### src/rtl/spi_pkg.sv
// Shared SPI definitions: FSM state encoding, byte width, divider limit and
// the mode-0 clock polarity/phase constants reused by other SPI blocks.
package spi_pkg;

  localparam int SPI_BYTE_W      = 8;
  localparam int SPI_CLK_DIV_MIN = 2;

  localparam logic SPI_CPOL = 1'b0;
  localparam logic SPI_CPHA = 1'b0;

  typedef enum logic [2:0] {
    ST_IDLE,
    ST_LEAD,
    ST_XFER,
    ST_HOLD,
    ST_TRAIL,
    ST_GAP
  } spi_state_e;

endpackage

### src/rtl/spi_clk_div.sv
// sclk half-period counter: tick fires on the CLK_DIV-th enabled cycle after
// a load or a previous tick, and the counter restarts from zero on either.
module spi_clk_div #(
  parameter int CLK_DIV = 4
) (
  input  logic clk,
  input  logic rst,
  input  logic load,
  input  logic en,
  output logic tick
);

  localparam int               CNT_W = (CLK_DIV > 1) ? $clog2(CLK_DIV) : 1;
  localparam logic [CNT_W-1:0] TERM  = CNT_W'(CLK_DIV - 1);

  logic [CNT_W-1:0] cnt;

  assign tick = en && (cnt == TERM);

  // NOTE: sequential state uses non-blocking assignments so every register
  // samples pre-edge values regardless of process ordering.
  always_ff @(posedge clk or posedge rst) begin
    if (rst) begin
      cnt <= '0;
    end else if (load || tick) begin
      cnt <= '0;
    end else if (en) begin
      cnt <= cnt + 1'b1;
    end
  end

endmodule

### src/rtl/spi_master.sv
// SPI mode-0 master, MSB first, one byte per start, cs_n held across bytes
// until a byte flagged last. Define SPI_MASTER_LOOPBACK_EN to feed mosi back
// into the receive shifter in place of miso.
module spi_master
  import spi_pkg::*;
#(
  parameter int CLK_DIV = 4
) (
  input  logic                  clk,
  input  logic                  rst,
  input  logic                  start,
  input  logic                  last,
  input  logic [SPI_BYTE_W-1:0] tx_data,
  output logic                  busy,
  output logic                  done,
  output logic [SPI_BYTE_W-1:0] rx_data,
  output logic                  sclk,
  output logic                  cs_n,
  output logic                  mosi,
  input  logic                  miso
);

  localparam int               BIT_W    = $clog2(SPI_BYTE_W);
  localparam logic [BIT_W-1:0] LAST_BIT = BIT_W'(SPI_BYTE_W - 1);

  if (CLK_DIV < SPI_CLK_DIV_MIN) begin : g_div_check
    $error("spi_master: CLK_DIV must be at least 2");
  end

  spi_state_e            state_q, state_d;
  logic [SPI_BYTE_W-1:0] tx_sr_q, tx_sr_d;
  logic [SPI_BYTE_W-1:0] rx_sr_q, rx_sr_d;
  logic [SPI_BYTE_W-1:0] rx_data_q, rx_data_d;
  logic [BIT_W-1:0]      bit_cnt_q, bit_cnt_d;
  logic                  last_q, last_d;
  logic                  sclk_q, sclk_d;
  logic                  cs_n_q, cs_n_d;
  logic                  done_q, done_d;
  logic                  div_load;
  logic                  div_tick;
  logic                  rx_bit;

`ifdef SPI_MASTER_LOOPBACK_EN
  assign rx_bit = tx_sr_q[SPI_BYTE_W-1];
`else
  assign rx_bit = miso;
`endif

  spi_clk_div #(
    .CLK_DIV (CLK_DIV)
  ) u_clk_div (
    .clk  (clk),
    .rst  (rst),
    .load (div_load),
    .en   (busy),
    .tick (div_tick)
  );

  always_comb begin
    // NOTE: every signal assigned here gets a default first so no path
    // through the case can leave it unassigned and infer a latch.
    state_d   = state_q;
    tx_sr_d   = tx_sr_q;
    rx_sr_d   = rx_sr_q;
    rx_data_d = rx_data_q;
    bit_cnt_d = bit_cnt_q;
    last_d    = last_q;
    sclk_d    = sclk_q;
    cs_n_d    = cs_n_q;
    done_d    = 1'b0;
    div_load  = 1'b0;

    case (state_q)
      ST_IDLE, ST_HOLD: begin
        if (start) begin
          state_d   = ST_LEAD;
          tx_sr_d   = tx_data;
          last_d    = last;
          bit_cnt_d = '0;
          cs_n_d    = 1'b0;
          div_load  = 1'b1;
        end
      end

      // Leaving LEAD is the first rising sclk edge of the byte.
      ST_LEAD: begin
        if (div_tick) begin
          state_d = ST_XFER;
          sclk_d  = 1'b1;
          rx_sr_d = {rx_sr_q[SPI_BYTE_W-2:0], rx_bit};
        end
      end

      ST_XFER: begin
        if (div_tick) begin
          if (!sclk_q) begin
            sclk_d  = 1'b1;
            rx_sr_d = {rx_sr_q[SPI_BYTE_W-2:0], rx_bit};
          end else begin
            sclk_d = 1'b0;
            if (bit_cnt_q == LAST_BIT) begin
              done_d    = 1'b1;
              rx_data_d = rx_sr_q;
              bit_cnt_d = '0;
              state_d   = last_q ? ST_TRAIL : ST_HOLD;
            end else begin
              bit_cnt_d = bit_cnt_q + 1'b1;
              tx_sr_d   = {tx_sr_q[SPI_BYTE_W-2:0], 1'b0};
            end
          end
        end
      end

      // Clearing the shifter also returns mosi to 0 as cs_n rises.
      ST_TRAIL: begin
        if (div_tick) begin
          state_d = ST_GAP;
          cs_n_d  = 1'b1;
          tx_sr_d = '0;
        end
      end

      ST_GAP: begin
        if (div_tick) begin
          state_d = ST_IDLE;
        end
      end

      default: begin
        state_d = ST_IDLE;
      end
    endcase
  end

  // NOTE: the shift registers are reset along with the control state so that
  // rx_data and mosi read as zero immediately after any reset, even mid-byte.
  always_ff @(posedge clk or posedge rst) begin
    if (rst) begin
      state_q   <= ST_IDLE;
      tx_sr_q   <= '0;
      rx_sr_q   <= '0;
      rx_data_q <= '0;
      bit_cnt_q <= '0;
      last_q    <= 1'b0;
      sclk_q    <= SPI_CPOL;
      cs_n_q    <= 1'b1;
      done_q    <= 1'b0;
    end else begin
      state_q   <= state_d;
      tx_sr_q   <= tx_sr_d;
      rx_sr_q   <= rx_sr_d;
      rx_data_q <= rx_data_d;
      bit_cnt_q <= bit_cnt_d;
      last_q    <= last_d;
      sclk_q    <= sclk_d;
      cs_n_q    <= cs_n_d;
      done_q    <= done_d;
    end
  end

  assign busy    = (state_q != ST_IDLE) && (state_q != ST_HOLD);
  assign done    = done_q;
  assign rx_data = rx_data_q;
  assign sclk    = sclk_q;
  assign cs_n    = cs_n_q;
  assign mosi    = tx_sr_q[SPI_BYTE_W-1];

endmodule

### config.mk
export PLATFORM = sky130hd
export DESIGN_NAME = spi_master
export DESIGN_NICKNAME = d
export VERILOG_FILES = /design/src/rtl/spi_pkg.sv /design/src/rtl/spi_clk_div.sv /design/src/rtl/spi_master.sv
export SDC_FILE = /design/constraint.sdc
export NUM_CORES = 1
export LEC_CHECK = 0
export CAP_MARGIN = 25
export CELL_PAD_IN_SITES_DETAIL_PLACEMENT = 0
export CELL_PAD_IN_SITES_GLOBAL_PLACEMENT = 1
export CORE_ASPECT_RATIO = 1.4
export CORE_MARGIN = 2
export CORE_UTILIZATION = 46
export DETAILED_ROUTE_END_ITERATION = 16
export PLACE_DENSITY = 0.85
export SYNTH_ARGS = -nofsm -noshare
export SYNTH_HDL_FRONTEND = slang
export SYNTH_SLANG_ARGS = --single-unit
### constraint.sdc
create_clock -name clk -period 4 [get_ports clk]
set_input_delay 0.4 -clock clk [delete_from_list [all_inputs] [get_ports clk]]
set_output_delay 0.4 -clock clk [all_outputs]
set_load 0.1 [all_outputs]
==> impl_metrics.py, run 1 <==
metrics = {
    "route": {
        "wl_per_cell_um": 15.7,
        "totalWireLength_mm": 3.69,
        "drc_errors": 0,
        "avgViaCountPerCell": 5.56,
        "vias": 1306,
        "drtIter0Drc": 37,
        "antenna_left": 0,
        "firstDrtPassIters": 4,
    },
    "yosys": {
        "yosysWarnings": 0,
        "synth_common_cells": "dfrtp_1 (35), mux2_2 (18), nand2_1 (17)",
        "netlist-cell-type-count": 39,
        "synth_edf_count": 0,
        "syn_area_per_cell_um2": 11.3,
        "synth_top_area_cell": "dfrtp_1",
        "synth-main-ff-cell": "dfrtp_1",
        "synth-seq-area-share_pct": 47.9,
        "synth_cells": 167,
        "async_reset_ff_share_pct": 100,
        "synth_top_area_share_pct": 46.5,
        "ys_seq_elements": 36,
        "synth.area.top_cells": "dfrtp_1 (47%), mux2_2 (11%), mux2_4 (5.6%), o21ai_0 (3.5%), nand2_1 (3.4%)",
        "synth_most_common_cell": "dfrtp_1",
        "syn_area_um2": 1880,
        "synth.net_count": 183,
    },
    "finish": {
        "num-fill-cells": 328,
        "seqCellArea_um2": 902,
        "num_antenna_cells": 0,
        "drive_gt1_share_pct": 24.5,
        "final_nets": 207,
        "area.growth.synth_to_final_pct": 19.2,
        "multi_input_comb_area_um2": 895,
    },
    "critical_path": {
        "regToRegSetupSlack_ns": 1.69,
        "crit_end": "busy",
        "path_cells": "nand2b_1, and3b_1, inv_1, buf_4",
        "worstRegToRegCells": 4,
        "crit_type": "reg2out",
        "reg2reg_to": "rx_data[4]",
        "cp_slowest_cell": "dfrtp_1",
        "critPathRequiredTime_ns": 3.60,
        "worst-path-buf-inv": 2,
        "max_stage_delay_ns": 0.81,
        "crit_arrival_ns": 2.08,
        "r2r_start": "state_q[1]",
        "cp-start-kind": "flip-flop",
        "critPathLaunch": "state_q[1]",
        "path_max_fanout": 24,
        "cp.depth": 4,
        "critPathCaptureType": "output port",
        "crit_family": "flip-flops",
    },
    "global_route": {
        "antenna_found_initial": 0,
        "grt.overflow.total": 0,
        "first_global_vias": 1377,
        "track_usage_pct": 17.9,
        "grt_max_degree": 37,
        "grt_first_pass_wirelength_mm": 6.32,
    },
    "clock_tree": {
        "cts_buffer_depth": 2,
        "post_cts_resize_count": 0,
        "cts-htree-levels": 2,
        "cts_sinks": 36,
        "cts-root-buf": "clkbuf_8",
        "post_cts_buffers": 0,
        "cts_tree": "done",
        "insertion_delay_ns": 0.29,
        "clk_pin_slew_worst_paths_ns": 0.08,
        "cts_hold_buf": 0,
        "numCtsBuffers": 5,
    },
    "timing": {
        "setup_ws_ns": 1.52,
        "period_minus_slack_ns": 2.48,
        "hold_viol": 0,
        "tightest_slew_ns": 0.994,
        "tns_ns": 0,
        "slew_headroom_pct": 33.5,
        "timing.final.crit_share_pct": 61.9,
        "clock_skew_ns": 0.00569,
        "rsz0062_at_grt": "no",
        "max_freq_mhz": 404,
        "setup_viol": 0,
        "slew_viol_final": 0,
    },
    "run_status": {
        "status": "completed",
    },
    "floorplan": {
        "initial_core_util_pct": 48.0,
        "core.rowCount": 27,
        "dieArea_um2": 4630,
        "fp.dieW_um": 58.1,
        "core_um2": 3920,
        "die_h_um": 79.7,
        "io_pins": 26,
    },
    "place": {
        "place_congestion": 0.778,
        "post-dp-hpwl_mm": 2.56,
        "pre_cts_slack_ns": 1.67,
        "io_buffer_count": 25,
    },
    "pwr": {
        "p_per_area_nw_per_um2": 692,
        "leakagePower_nw": 1.00,
        "ir_worst_vdd_mv": 0.600,
    },
    "min_path": {
        "hp-class": "reg2reg",
    },
    "job": {
        "maxCapViolCount": 0,
    },
}
## final cells by class
cell class,count,area share [%]
well taps,43,2.40
repair buffers,26,11.4
clock inverters,3,1.90
inverters,7,1.17
multi-input cells,115,39.9
flip-flops and latches,36,40.2
clock buffers,5,3.07
## tightest hold or removal path, delay by kind of cell, from the launching register on
family | cells | cell delay [ns]
flip-flops | 1 | 0.38
AND/OR/NAND/NOR | 2 | 0.10
## worst min-delay path by stage
stage                     start                to  cells past startpoint
6_report                   cs_n              cs_n                      2
5_1_grt                    cs_n              cs_n                      2
4_1_cts                    cs_n              cs_n                      2
3_5_place_dp               cs_n              cs_n                      2
3_3_place_gp               cs_n              cs_n                      2
2_1_floorplan  u_clk_div.cnt[0]  u_clk_div.cnt[0]                      1
## state kept, by name (all words and copies together), names as in the netlist
| register | count |
|---|---|
| rx_sr_q | 8 |
| bit_cnt_q | 3 |
| tx_sr_q | 8 |
| cs_n | 1 |
| state_q | 3 |
| sclk | 1 |
| last_q | 1 |
| u_clk_div.cnt | 2 |
| done | 1 |
| rx_data | 8 |
## routing by layer
metal,vias to the layer above,track usage (%),share of wire (%)
li1,630,-,-
met1,645,20.4,41
met2,24,31.4,53
met3,7,3.89,3.3
met4,0,8.37,2.1
met5,-,0,0
## power breakdown
part | switching [W] | internal (W)
Clock | 0.000132 | 0.000184
Sequential | 0.000125 | 0.000474
Combinational | 0.000350 | 0.000288
Total | 0.000607 | 0.000946
## cell usage in the layout, fill, tap and decap left out, drive strengths merged, types with 2 or more instances in the layout
cell type	n
inv	7
and2b	2
clkbuf	5
nand2b	3
nand2	17
nand3	6
mux2	25
o21ai	14
nor2	4
buf	2
nand3b	4
nor2b	8
a21oi	11
dfrtp	35
mux2i	3
clkdlybuf4s50	24
ha	3
## cell families after synthesis
group                      count (synthesis)  share of synthesized area, %
muxes                                     28                          18.0
DFF                                       36                          47.9
buffers and inverters                     16                          4.52
and+or+nand+nor                           51                          16.3
AOI/OAI and AO/OA                         32                          10.8
xor gates and xnor gates                   1                         0.466
adders and majority gates                  3                          1.99
## through the flow
stage / instances / power (W) / area [um^2] / utilization, % / hold slack [ns]
after global placement: 227 / 0.00121 / 2130 / 54.4 / 0.458
after floorplan: 167 / 0.00112 / 1880 / - / 0.459
after detailed placement: 227 / 0.00125 / 2130 / 54.4 / 0.466
after CTS: 235 / 0.00157 / 2240 / 57.2 / 0.476
final: 235 / 0.00155 / 2240 / 57.2 / 0.475
after global routing: 235 / 0.00166 / 2240 / 57.2 / 0.515
No activity file was read; power rests on OpenSTA's default activity.
==> run 2: changes to the inputs <==
--- a/config.mk
+++ b/config.mk
@@ -10,9 +10,9 @@
 export CELL_PAD_IN_SITES_GLOBAL_PLACEMENT = 1
 export CORE_ASPECT_RATIO = 1.4
 export CORE_MARGIN = 2
-export CORE_UTILIZATION = 46
+export CORE_UTILIZATION = 39
 export DETAILED_ROUTE_END_ITERATION = 16
-export PLACE_DENSITY = 0.85
+export PLACE_DENSITY = 0.76
 export SYNTH_ARGS = -nofsm -noshare
 export SYNTH_HDL_FRONTEND = slang
 export SYNTH_SLANG_ARGS = --single-unit
==> constraint.sdc (replaced) <==
create_clock -name clk -period 2.1 [get_ports clk]
set_input_delay 0.21 -clock clk [delete_from_list [all_inputs] [get_ports clk]]
set_output_delay 0.21 -clock clk [all_outputs]
set_load 0.1 [all_outputs]
==> impl_metrics.py, run 2 (same netlist as run 1, synthesis figures left out) <==
metrics = {
    "timing": {
        "slew_headroom_pct": 69.7,
        "timing.hold.ws_ns": 0.327,
        "rsz0062_at_grt": "no",
        "setup_ws_ns": 0.210,
        "slew_viol_final": 0,
        "hold_viol": 0,
        "tightest_slew_ns": 0.454,
        "timing.final.crit_share_pct": 90.0,
        "period_minus_slack_ns": 1.89,
        "setup_viol": 0,
        "clock_skew_ns": 0.00191,
        "tns_ns": 0,
        "max_freq_mhz": 529,
    },
    "global_route": {
        "first_global_vias": 1411,
        "grt.overflow.total": 0,
        "antenna_found_initial": 0,
        "track_usage_pct": 15.1,
        "grt_first_pass_wirelength_mm": 6.47,
        "grt_max_degree": 37,
    },
    "critical_path": {
        "critPathRequiredTime_ns": 2.27,
        "crit_arrival_ns": 2.06,
        "critPathCaptureType": "flip-flop",
        "crit_type": "reg2reg",
        "cp-start-kind": "flip-flop",
        "path_max_fanout": 8,
    },
    "route": {
        "drc_errors": 0,
        "firstDrtPassIters": 4,
        "wl_per_cell_um": 14.0,
        "avgViaCountPerCell": 5.12,
        "totalWireLength_mm": 3.63,
        "antenna_left": 0,
        "drtIter0Drc": 54,
        "vias": 1331,
    },
    "job": {
        "maxCapViolCount": 0,
    },
    "finish": {
        "fin_area_um2": 2280,
        "num-fill-cells": 452,
        "final_cell_mix": "dfrtp_1 (35), buf_4 (19), mux2_2 (18), nand2_1 (17), o21ai_0 (13)",
        "final_cell_count_no_fill": 260,
        "final_nets": 213,
        "final_common_cell": "dfrtp_1",
        "drive_gt1_share_pct": 32.3,
        "num_antenna_cells": 0,
        "area.growth.synth_to_final_pct": 21.0,
    },
    "place": {
        "place_congestion": 0.864,
        "dp.cells": 252,
        "pre_cts_slack_ns": 0.214,
        "post-dp-hpwl_mm": 2.67,
        "postPlaceCellArea_um2": 2180,
        "io_buffer_count": 25,
    },
    "floorplan": {
        "core.rowCount": 29,
        "dieArea_um2": 5400,
        "core_um2": 4570,
        "initial_core_util_pct": 41.2,
        "fp.dieW_um": 62.7,
        "die_h_um": 86.2,
        "io_pins": 26,
    },
    "clock_tree": {
        "insertion_delay_ns": 0.28,
        "cts_hold_buf": 0,
        "cts_tree": "done",
        "post_cts_resize_count": 0,
        "cts-htree-levels": 2,
        "numCtsBuffers": 5,
        "clk_pin_slew_worst_paths_ns": 0.07,
        "cts_sinks": 36,
        "cts-root-buf": "clkbuf_8",
        "cts_buffer_depth": 2,
        "post_cts_buffers": 0,
    },
    "min_path": {
        "hp-class": "in2async",
    },
    "run_status": {
        "status": "completed",
    },
    "pwr": {
        "ir_worst_vdd_mv": 0.691,
        "leakagePower_nw": 1.05,
        "p_per_area_nw_per_um2": 1290,
    },
}
[run 2: changes by cell type in the layout (fill, tap and decap cells not counted), sizes merged]
cell / delta
buf: +18
bufinv: -1
clkbuf: +2
clkdlybuf4s50: -12
clkinv: -1
[run 2: where the power goes]
part	leakage, nW	switching, W	internal, W
combinational	0.550	0.000741	0.000605
clock	0.0445	0.000242	0.000267
sequential	0.455	0.000176	0.000905
total	1.05	0.00116	0.00178
[run 2: worst paths after layout]
check / from / end / slack, ns / cells after the start
max in group asynchronous: rst / cs_n / 1.43 / 3
min in group clk: cs_n / cs_n / 0.48 / 2
worst min-delay path: rst / tx_sr_q[7] / 0.33 / 3
worst min register to register: cs_n / cs_n / 0.48 / 2
worst max register to register: bit_cnt_q[0] / tx_sr_q[3] / 0.21 / 6
worst max-delay path: bit_cnt_q[0] / tx_sr_q[3] / 0.21 / 6
[run 2: cell type report]
| class | instances | area [um^2] | area share (%) |
|---|---|---|---|
| clock buffer | 7 | 86.3 | 3.79 |
| clock inverter | 1 | 7.51 | 0.330 |
| inverter | 7 | 26.3 | 1.15 |
| multi-input combinational | 115 | 895 | 39.3 |
| sequential | 36 | 902 | 39.6 |
| tap | 62 | 77.6 | 3.41 |
| timing repair buffer | 32 | 283 | 12.4 |
[run 2: per-layer routing]
layer	vias up	share of wire (%)	track usage [%]
li1	634	-	-
met3	8	3.1	3.25
met4	0	2.1	5.45
met1	662	40	16.6
met2	27	54	28.3
met5	-	0	0
[run 2: metrics by stage]
stage               power [W]  util, %
floorplan             0.00214        -
global placement      0.00241     47.8
detailed placement    0.00245     47.8
CTS                   0.00297     49.8
global route          0.00315     49.8
finish                0.00294     49.8
[run 2: critical path: stages, from the launching register on]
cell and delay [ns]:
dfrtp_1 0.40, ha_1 0.20, ha_1 0.22, and2b_4 0.18, o21ai_2 0.15, nand4_4 0.25
mux2_4 0.37
